## src/rtl/seq_pkg.sv

```systemverilog
// Shared types and constants for the valve step sequencer.
// SEQ_PAUSE_EN adds the PAUSE state to the state enum.
package seq_pkg;

    localparam logic [2:0] UNIT_MS  = 3'b001;
    localparam logic [2:0] UNIT_S   = 3'b010;
    localparam logic [2:0] UNIT_MIN = 3'b011;
    localparam logic [2:0] UNIT_H   = 3'b100;
    localparam logic [2:0] UNIT_DAY = 3'b101;

    // One full 50 Hz period at 100 MHz so the slow counter sees the clear
    localparam int CLR_CYCLES_DEF = 2000000;

    localparam int STEP_VALVES  = 8;
    localparam int STEP_DELAY_W = 10;
    localparam int STEP_UNIT_W  = 3;

    typedef enum logic [2:0] {
        S_IDLE,
        S_LOAD,
        S_CLEAR,
        S_ARM,
        S_WAIT,
        S_NEXT,
        S_DONE
`ifdef SEQ_PAUSE_EN
        , S_PAUSE
`endif
    } state_t;

    typedef struct packed {
        logic [STEP_VALVES-1:0]  valves;
        logic [STEP_DELAY_W-1:0] delay;
        logic [STEP_UNIT_W-1:0]  unit;
    } step_t;

endpackage

```

## src/rtl/seq_prog_ram.sv

```systemverilog
// Step program store: one synchronous write port, one registered read port.
module seq_prog_ram #(
    parameter int DEPTH = 16,
    parameter int WIDTH = 21,
    localparam int AW = $clog2(DEPTH)
) (
    input  logic             clk,
    input  logic             we,
    input  logic [AW-1:0]    waddr,
    input  logic [WIDTH-1:0] wdata,
    input  logic [AW-1:0]    raddr,
    output logic [WIDTH-1:0] rdata
);

    logic [WIDTH-1:0] mem [DEPTH];

    always_ff @(posedge clk) begin
        if (we) mem[waddr] <= wdata;
        rdata <= mem[raddr];
    end

endmodule

```

## src/rtl/valve_step_sequencer.sv

```systemverilog
// Steps through a stored valve program, clearing/arming the delay counter per step.
// Optional macro SEQ_PAUSE_EN adds pause/paused and a PAUSE state after each step.
module valve_step_sequencer
    import seq_pkg::*;
#(
    parameter int NUM_STEPS  = 16,
    parameter int VALVES     = STEP_VALVES,
    parameter int DELAY_W    = STEP_DELAY_W,
    parameter int UNIT_W     = STEP_UNIT_W,
    parameter int CLR_CYCLES = CLR_CYCLES_DEF,
    localparam int AW = $clog2(NUM_STEPS)
) (
    input  logic               clk,
    input  logic               rst,
    input  logic               prog_we,
    input  logic [AW-1:0]      prog_addr,
    input  logic [VALVES-1:0]  prog_valves,
    input  logic [DELAY_W-1:0] prog_delay,
    input  logic [UNIT_W-1:0]  prog_unit,
    input  logic [AW-1:0]      last_step,
    input  logic               loop_en,
    input  logic               run,
    input  logic               abort,
    input  logic               count_done,
`ifdef SEQ_PAUSE_EN
    input  logic               pause,
    output logic               paused,
`endif
    output logic [VALVES-1:0]  valve_out,
    output logic [DELAY_W-1:0] delay,
    output logic [UNIT_W-1:0]  delay_unit,
    output logic               cnt_rst,
    output logic               cnt_start,
    output logic [AW-1:0]      step_idx,
    output logic               busy,
    output logic               seq_done
);

    localparam int CW = $clog2(CLR_CYCLES + 1);
    localparam logic [CW-1:0] CLR_LAST = CW'(CLR_CYCLES - 1);

    typedef struct packed {
        logic [VALVES-1:0]  valves;
        logic [DELAY_W-1:0] delay;
        logic [UNIT_W-1:0]  unit;
    } step_rec_t;

    state_t        state, state_nxt, adv;
    step_rec_t     rd, wr;
    logic [AW-1:0] step_nxt, last_q;
    logic [CW-1:0] clr_cnt;
    logic          run_q, run_rise;
    logic          done_s1, done_s2, done_q, done_rise;
    logic          last_hit, step_ok, decide;

    assign wr = '{valves: prog_valves, delay: prog_delay, unit: prog_unit};

    // Read address follows the next step so data is ready on entry to LOAD
    seq_prog_ram #(
        .DEPTH (NUM_STEPS),
        .WIDTH (VALVES + DELAY_W + UNIT_W)
    ) u_ram (
        .clk   (clk),
        .we    (prog_we && !busy),
        .waddr (prog_addr),
        .wdata (wr),
        .raddr (step_nxt),
        .rdata (rd)
    );

    assign run_rise  = run && !run_q;
    assign done_rise = done_s2 && !done_q;
    assign last_hit  = (step_idx == last_q);
    assign step_ok   = (rd.unit >= UNIT_W'(UNIT_MS)) && (rd.unit <= UNIT_W'(UNIT_DAY))
                       && (rd.delay != '0);
`ifdef SEQ_PAUSE_EN
    assign decide = (state == S_NEXT) || (state == S_PAUSE);
    assign paused = (state == S_PAUSE);
`else
    assign decide = (state == S_NEXT);
`endif

    always_ff @(posedge clk or negedge rst) begin
        if (!rst) state <= S_IDLE;
        else      state <= state_nxt;
    end

    always_comb begin
        state_nxt = state;
        adv = (last_hit && !loop_en) ? S_DONE : S_LOAD;
        case (state)
            S_IDLE:  if (run_rise) state_nxt = S_LOAD;
            S_LOAD:  state_nxt = step_ok ? S_CLEAR : S_NEXT;
            S_CLEAR: if (clr_cnt == CLR_LAST) state_nxt = S_ARM;
            S_ARM:   state_nxt = S_WAIT;
            S_WAIT:  if (done_rise) state_nxt = S_NEXT;
            S_NEXT: begin
`ifdef SEQ_PAUSE_EN
                if (pause) state_nxt = S_PAUSE;
                else
`endif
                state_nxt = adv;
            end
`ifdef SEQ_PAUSE_EN
            S_PAUSE: if (!pause) state_nxt = adv;
`endif
            S_DONE:  state_nxt = S_IDLE;
            default: state_nxt = S_IDLE;
        endcase
        if (abort) state_nxt = S_IDLE;
    end

    always_comb begin
        cnt_rst   = 1'b1;
        cnt_start = 1'b0;
        busy      = 1'b1;
        seq_done  = 1'b0;
        case (state)
            S_IDLE: busy = 1'b0;
            S_ARM, S_WAIT: begin
                cnt_rst   = 1'b0;
                cnt_start = 1'b1;
            end
            S_DONE: begin
                busy     = 1'b0;
                seq_done = 1'b1;
            end
            default: ;
        endcase
    end

    always_comb begin
        step_nxt = step_idx;
        if (state == S_IDLE && run_rise)
            step_nxt = '0;
        else if (decide && state_nxt == S_LOAD)
            step_nxt = last_hit ? '0 : step_idx + AW'(1);
    end

    always_ff @(posedge clk or negedge rst) begin
        if (!rst) begin
            run_q      <= 1'b0;
            done_s1    <= 1'b0;
            done_s2    <= 1'b0;
            done_q     <= 1'b0;
            step_idx   <= '0;
            last_q     <= '0;
            clr_cnt    <= '0;
            valve_out  <= '0;
            delay      <= '0;
            delay_unit <= '0;
        end else begin
            run_q   <= run;
            done_s1 <= count_done;
            done_s2 <= done_s1;
            // Forcing the history high in ARM demands a fresh 0->1 edge
            done_q  <= (state == S_ARM) ? 1'b1 : done_s2;
            step_idx <= step_nxt;
            clr_cnt  <= (state == S_CLEAR) ? clr_cnt + CW'(1) : '0;
            if (state == S_IDLE && run_rise) last_q <= last_step;
            if (state_nxt == S_IDLE || state_nxt == S_DONE)
                valve_out <= '0;
            else if (state == S_LOAD)
                valve_out <= rd.valves;
            if (state == S_LOAD) begin
                delay      <= rd.delay;
                delay_unit <= rd.unit;
            end
        end
    end

endmodule

```

## config.mk

```make
export PLATFORM = sky130hd
export DESIGN_NAME = valve_step_sequencer
export DESIGN_NICKNAME = d
export VERILOG_FILES = /design/src/rtl/seq_pkg.sv /design/src/rtl/seq_prog_ram.sv /design/src/rtl/valve_step_sequencer.sv
export SDC_FILE = /design/constraint.sdc
export NUM_CORES = 1
export LEC_CHECK = 0
export CAP_MARGIN = 20
export CORE_UTILIZATION = 50
export CTS_BUF_LIST = sky130_fd_sc_hd__clkbuf_16
export DETAILED_ROUTE_END_ITERATION = 10
export PLACE_DENSITY = 0.68
export SKIP_LAST_GASP = 1
export SLEW_MARGIN = 30
export SYNTH_ARGS = -nofsm -noshare
export SYNTH_HDL_FRONTEND = slang
export SYNTH_SLANG_ARGS = --single-unit
```

## constraint.sdc

```tcl
create_clock -name clk -period 5.95 [get_ports clk]
set_input_delay 1.19 -clock clk [delete_from_list [all_inputs] [get_ports clk]]
set_output_delay 1.19 -clock clk [all_outputs]
set_load 0.02 [all_outputs]
```

Word level (Yosys, flattened, before mapping):

Memory sizes are Yosys's and may differ from the RTL's. A register that Yosys moved wholly into a read port is not among the register bits.
Index checks and enable logic that the tools add are counted.

* add/subtract/negate cells: 2
* reductions and logical operators: 18
* muxes and demuxes: 20
* magnitude comparators: 2
* equality and inequality tests: 10

Operators with widths (number)
* 21-bit by 1-bit adder with 21-bit output (second input constant): 1
* 21-bit == test (second input constant): 1
* 21-bit two-way mux: 1
* 3-bit two-way mux: 6
* 3-bit one-hot mux with 6 select lines: 1
* 8-bit two-way mux: 2
* 3-bit == test (second input constant): 4
* 4-bit two-way mux: 3
* 10-bit nonzero test: 1
* 1-bit logical AND: 8
* 1-bit two-way mux: 7
* 3-bit by 1-bit == test with 1-bit output (second input constant): 2
* 3-bit by 2-bit == test with 1-bit output (second input constant): 2
* 3-bit zero test: 2
* 4-bit by 1-bit adder with 4-bit output (second input constant): 1
* 4-bit == test: 1
* 2-bit OR reduction: 2
* 3-bit by 1-bit greater-or-equal comparator with 1-bit output (second input constant): 1
* 3-bit <= comparator (second input constant): 1
* 1-bit zero test: 3
* 2-bit nonzero test: 1
* 1-bit logical OR: 1

* memories kept: 1
* output and inout port bits: 29
* word-level logic and storage cells: 64
* RAM bits: 336
* bits of input ports: 36
* register bits after elaboration: 57

Memory list
* u_ram.mem: depth 16, bits a word 21, rd ports 1, clocked after memory_dff 1, write ports 1, line seq_prog_ram.sv:15 `logic [WIDTH-1:0] mem [DEPTH];`

Depth between registers and ports, before layout:

* word-level depth: 10
* depth in mapped cells: 13
* gate-level depth less buffers: 10

Cells and area by module:

From an unflattened synthesis, not the netlist that was laid out.

* cells, all modules: 797
* area, all modules: 15980.3 um2

By module, submodules not included
* seq_prog_ram: times used 1, area an instance 13277.7 um2, seq. area each 10510.1 um2, cells each 557
* valve_step_sequencer: times used 1, area an instance 2702.6 um2, seq. area each 1426.4 um2, cells each 240

Least setup slack after synthesis:

Ideal clock, no wire load.

* kind: in2reg
* from: input port prog_addr[1]
* to: memory u_ram.mem[0][0], enable pin
* stages: 2
* buffers on the path: 0
* library setup time: 426 ps
* arrival: 3094 ps
* slack: 2431 ps
* cell sequence: or3_1 > nor3_1

RTL lines
* start: declaration: line valve_step_sequencer.sv:16 `input logic [AW-1:0] prog_addr,`
* end: declaration: line seq_prog_ram.sv:15

Straight into the memory's write port.

Final worst setup path:

* from: register state[2]
* to: output port busy

* cells in the longest elaborated chain, start to end: 3
* elaborated cells between the ends (all ways): 4
* classes of those cells: eq/ne (1); mux (1); reduce/logical (2)

Ends and longest elaborated chain
* start: declaration: line valve_step_sequencer.sv:48 `state_t state, state_nxt, adv;`
* start signal: assignment: line valve_step_sequencer.sv:85 `else state <= state_nxt;`
* 3-bit == test or 3-bit zero test (tied branches): line valve_step_sequencer.sv:118 `case (state)`
* 2-bit OR reduction (no source line) (*)
* 1-bit two-way mux (*): line valve_step_sequencer.sv:118
* end: declaration: line valve_step_sequencer.sv:35 `output logic busy,`

Mark *: on every way between the ends. The rest lies on a longest branch, timed or not.

==> run metrics <==
worst-margin pin slew 0.862 ns; Synth Area in Adders less than 1%; fmax 252 MHz; commonest non-fill, non-tap cell in the layout edfxtp_1; r2r setup slk 2.41 ns; post-synthesis sequential area ratio 72.2%; Initial Util 50.8%; largest family of logic cells by synthesized area compound AO/OA/AOI/OAI gates; kind of critical path flop to output pin; Final Wtd Congestion 0.800; Buf+Inv Stages, Crit Path 2; DIE HEIGHT 184 um; Syn Nets between 1000 and 1500; CTS sink count 414; Synth Warn # 0; Final nets 1285; xor-xnor portion of the synthesized cell area under 10%; Worst R2R Start state[2]; WHS 0.352 ns; Setup Skew 0.0177 ns; Top FF cell, synth edfxtp_1; Critical Path RT approximately 4.8 ns; Hold Vio Cnt, Final 0; CTS Root Buffer Type clkbuf_16; Worst path top cell family by delay compound AO/OA/AOI/OAI gates; via count 10457; post-synthesis mux area share 1.60%; FFs w/ async S/R, synth 13.8%; Num CTS Buffers 43; Worst Hold Path EP done_s2; Total GRT Usage 24.2%; slew margin rel. 42.5%; setup_tns 0 ns; hold depth 0; Max Slew Vio Count 0; Max Root-Sink Buffers 3; crit path DAT about 2.8 ns; Area Overhead vs Synth 15.4%; H-tree depth 2; most frequent cells in the layout edfxtp_1, nand2_1, nand3_1; EDFF count, synth 336; Clock transition at path regs ~0.060 ns; Yosys cell types 59; vias in the first global route 10138; Die W 184 um; number of remaining DRC errors 0; Synth Area in Compound Gates roughly an eighth; Cell Rows 66; PortBufs 64; Final Util 58.6%; peak supply drop 253 uV; Netlist Area Pre-Place between 15000 and 20000 sq um; pwr/cell area 383 nW/um^2; total core area 32500 sq um; Post-Syn Area per Cell 14.0 sq um; startpoint types flop; proportion of layout cells with a drive suffix above 1 10.7%; Initial DRC Count 1027; crit path cell chain or2_2 -> a21oi_1 -> inv_1 -> clkdlybuf4s50_1; outcome finished clean; cells after synthesis 1185; crit-path max FO 18; CP max stage delay 0.67 ns; drt first pass iters 5; Antenna Nets Post-Route 0; I/O pins 65; final instance area approximately 19000 sq um; CTS tree built; CP max stage cell a21oi_1; WL/cell ~23 um; Antenna Cells 0; Via density 6.07; die area 33800 sq um; worst hold path class flop to flop; post-CTS sizing 0; post-CTS setup buffer count 0; Reg-to-Reg End u_ram.mem[12][1]; R2R depth 6; RSZ-0062 raised after global routing no; max-cap check violation count 0; min cycle time layout 3.98 ns; first-pass GRT wire length 60.8 mm; HP Start done_s1; hold buffers post-CTS 0; Setup Viol. Count Final 0; Synth Area in Simple Gates 9.28%; initial antenna violation count 1; Final HPWL DP 22.3 mm; CP endpoint kind output pin; crit share post-route 66.8%; Placed Area between 15000 and 20000 sq um; final wirelength about 40 mm; GR Overflow Total 0; Leak 6.73 nW; worst skew pair latency 0.54 ns; #FFs+latches synth between 400 and 500; largest net degree at the start of global routing 58
==> report_power, final <==
group,internal (mW),switching (mW)
combinational,0.474,0.785
clock,1.47,1.06
sequential,3.35,0.166
==> cells by family (layout without fill, tap and decap cells) <==
family | count (synthesis) | after routing
DFF | 414 | 414
and+or+nand+nor | 321 | 321
AOI/OAI and AO/OA | 306 | 306
buffers and inverters | 93 | 189
muxes | 26 | 26
xor gates and xnor gates | 23 | 23
adders and majority gates | 2 | 2
==> layout make-up <==
| cell class | count | area, sq um |
|---|---|---|
| multi-input cells | 678 | 4300 |
| repair buffers | 100 | 906 |
| flip-flops and latches | 414 | 11900 |
| well taps | 442 | 553 |
| fillers | 2576 | 13500 |
| clock buffers | 44 | 1100 |
| clock inverters | 35 | 241 |
| inverters | 10 | 38.8 |
==> registers in the layout, summed over array words and instances (netlist names) <==
name / count
delay: 10
u_ram.rdata: 21
valve_out: 8
u_ram.mem: 336
done_s2: 1
done_s1: 1
done_q: 1
run_q: 1
step_idx: 4
state: 3
last_q: 4
delay_unit: 3
clr_cnt: 21
==> routing by layer <==
metal	GRT usage, %	vias up	routed length, um
li1	-	4715	-
met1	35.6	5193	17500
met2	35.8	464	17500
met3	5.23	85	3700
met4	8.40	0	1130
met5	0	-	0
==> how the worst max path moves through the flow <==
| stage | start | to | slack [ns] | depth (start not counted) |
|---|---|---|---|---|
| global placement | abort | u_ram.rdata[0] | 1.67 | 9 |
| finish | state[2] | busy | 1.97 | 4 |
| detailed placement | abort | u_ram.rdata[0] | 1.59 | 9 |
| CTS | state[2] | busy | 2.00 | 4 |
| global route | state[2] | busy | 1.72 | 4 |
| floorplan | prog_addr[1] | u_ram.mem[0][0] | 2.43 | 2 |
==> Yosys cell counts (all sizes together), types with 2 or more instances <==
cell type | n | area, sq um
o221ai | 42 | 368
nor3 | 6 | 30.0
nand3 | 76 | 385
mux2 | 4 | 45.0
xnor2 | 11 | 111
clkbuf | 50 | 190
or4 | 2 | 15.0
inv | 10 | 37.5
a21oi | 16 | 80.1
and4 | 3 | 26.3
and2 | 2 | 12.5
mux2i | 22 | 220
ha | 2 | 25.0
dfxtp | 21 | 420
a2bb2oi | 23 | 208
or4b | 2 | 20.0
o22ai | 21 | 131
nand2 | 132 | 495
dfrtp | 57 | 1430
buf | 33 | 189
edfxtp | 336 | 10100
nand2b | 3 | 18.8
or2 | 2 | 12.5
a31oi | 43 | 269
o311ai | 21 | 184
o21ai | 69 | 353
and3 | 24 | 151
o211ai | 22 | 165
nor3b | 2 | 15.0
xor2 | 12 | 105
nand4 | 6 | 52.6
a21o | 44 | 330
or3 | 5 | 31.3
nand4b | 2 | 17.5
nor2 | 49 | 189
==> through the flow <==
| stage | std cells | setup slack, ns | power, mW |
|---|---|---|---|
| 3_5_place_dp | 1644 | 1.59 | 4.82 |
| 2_1_floorplan | 1185 | 2.43 | 4.31 |
| 3_3_place_gp | 1644 | 1.67 | 4.79 |
| 5_1_grt | 1723 | 1.72 | 7.60 |
| 6_report | 1723 | 1.97 | 7.31 |
| 4_1_cts | 1723 | 2.00 | 7.34 |
Power figures use the tool's default switching activity.
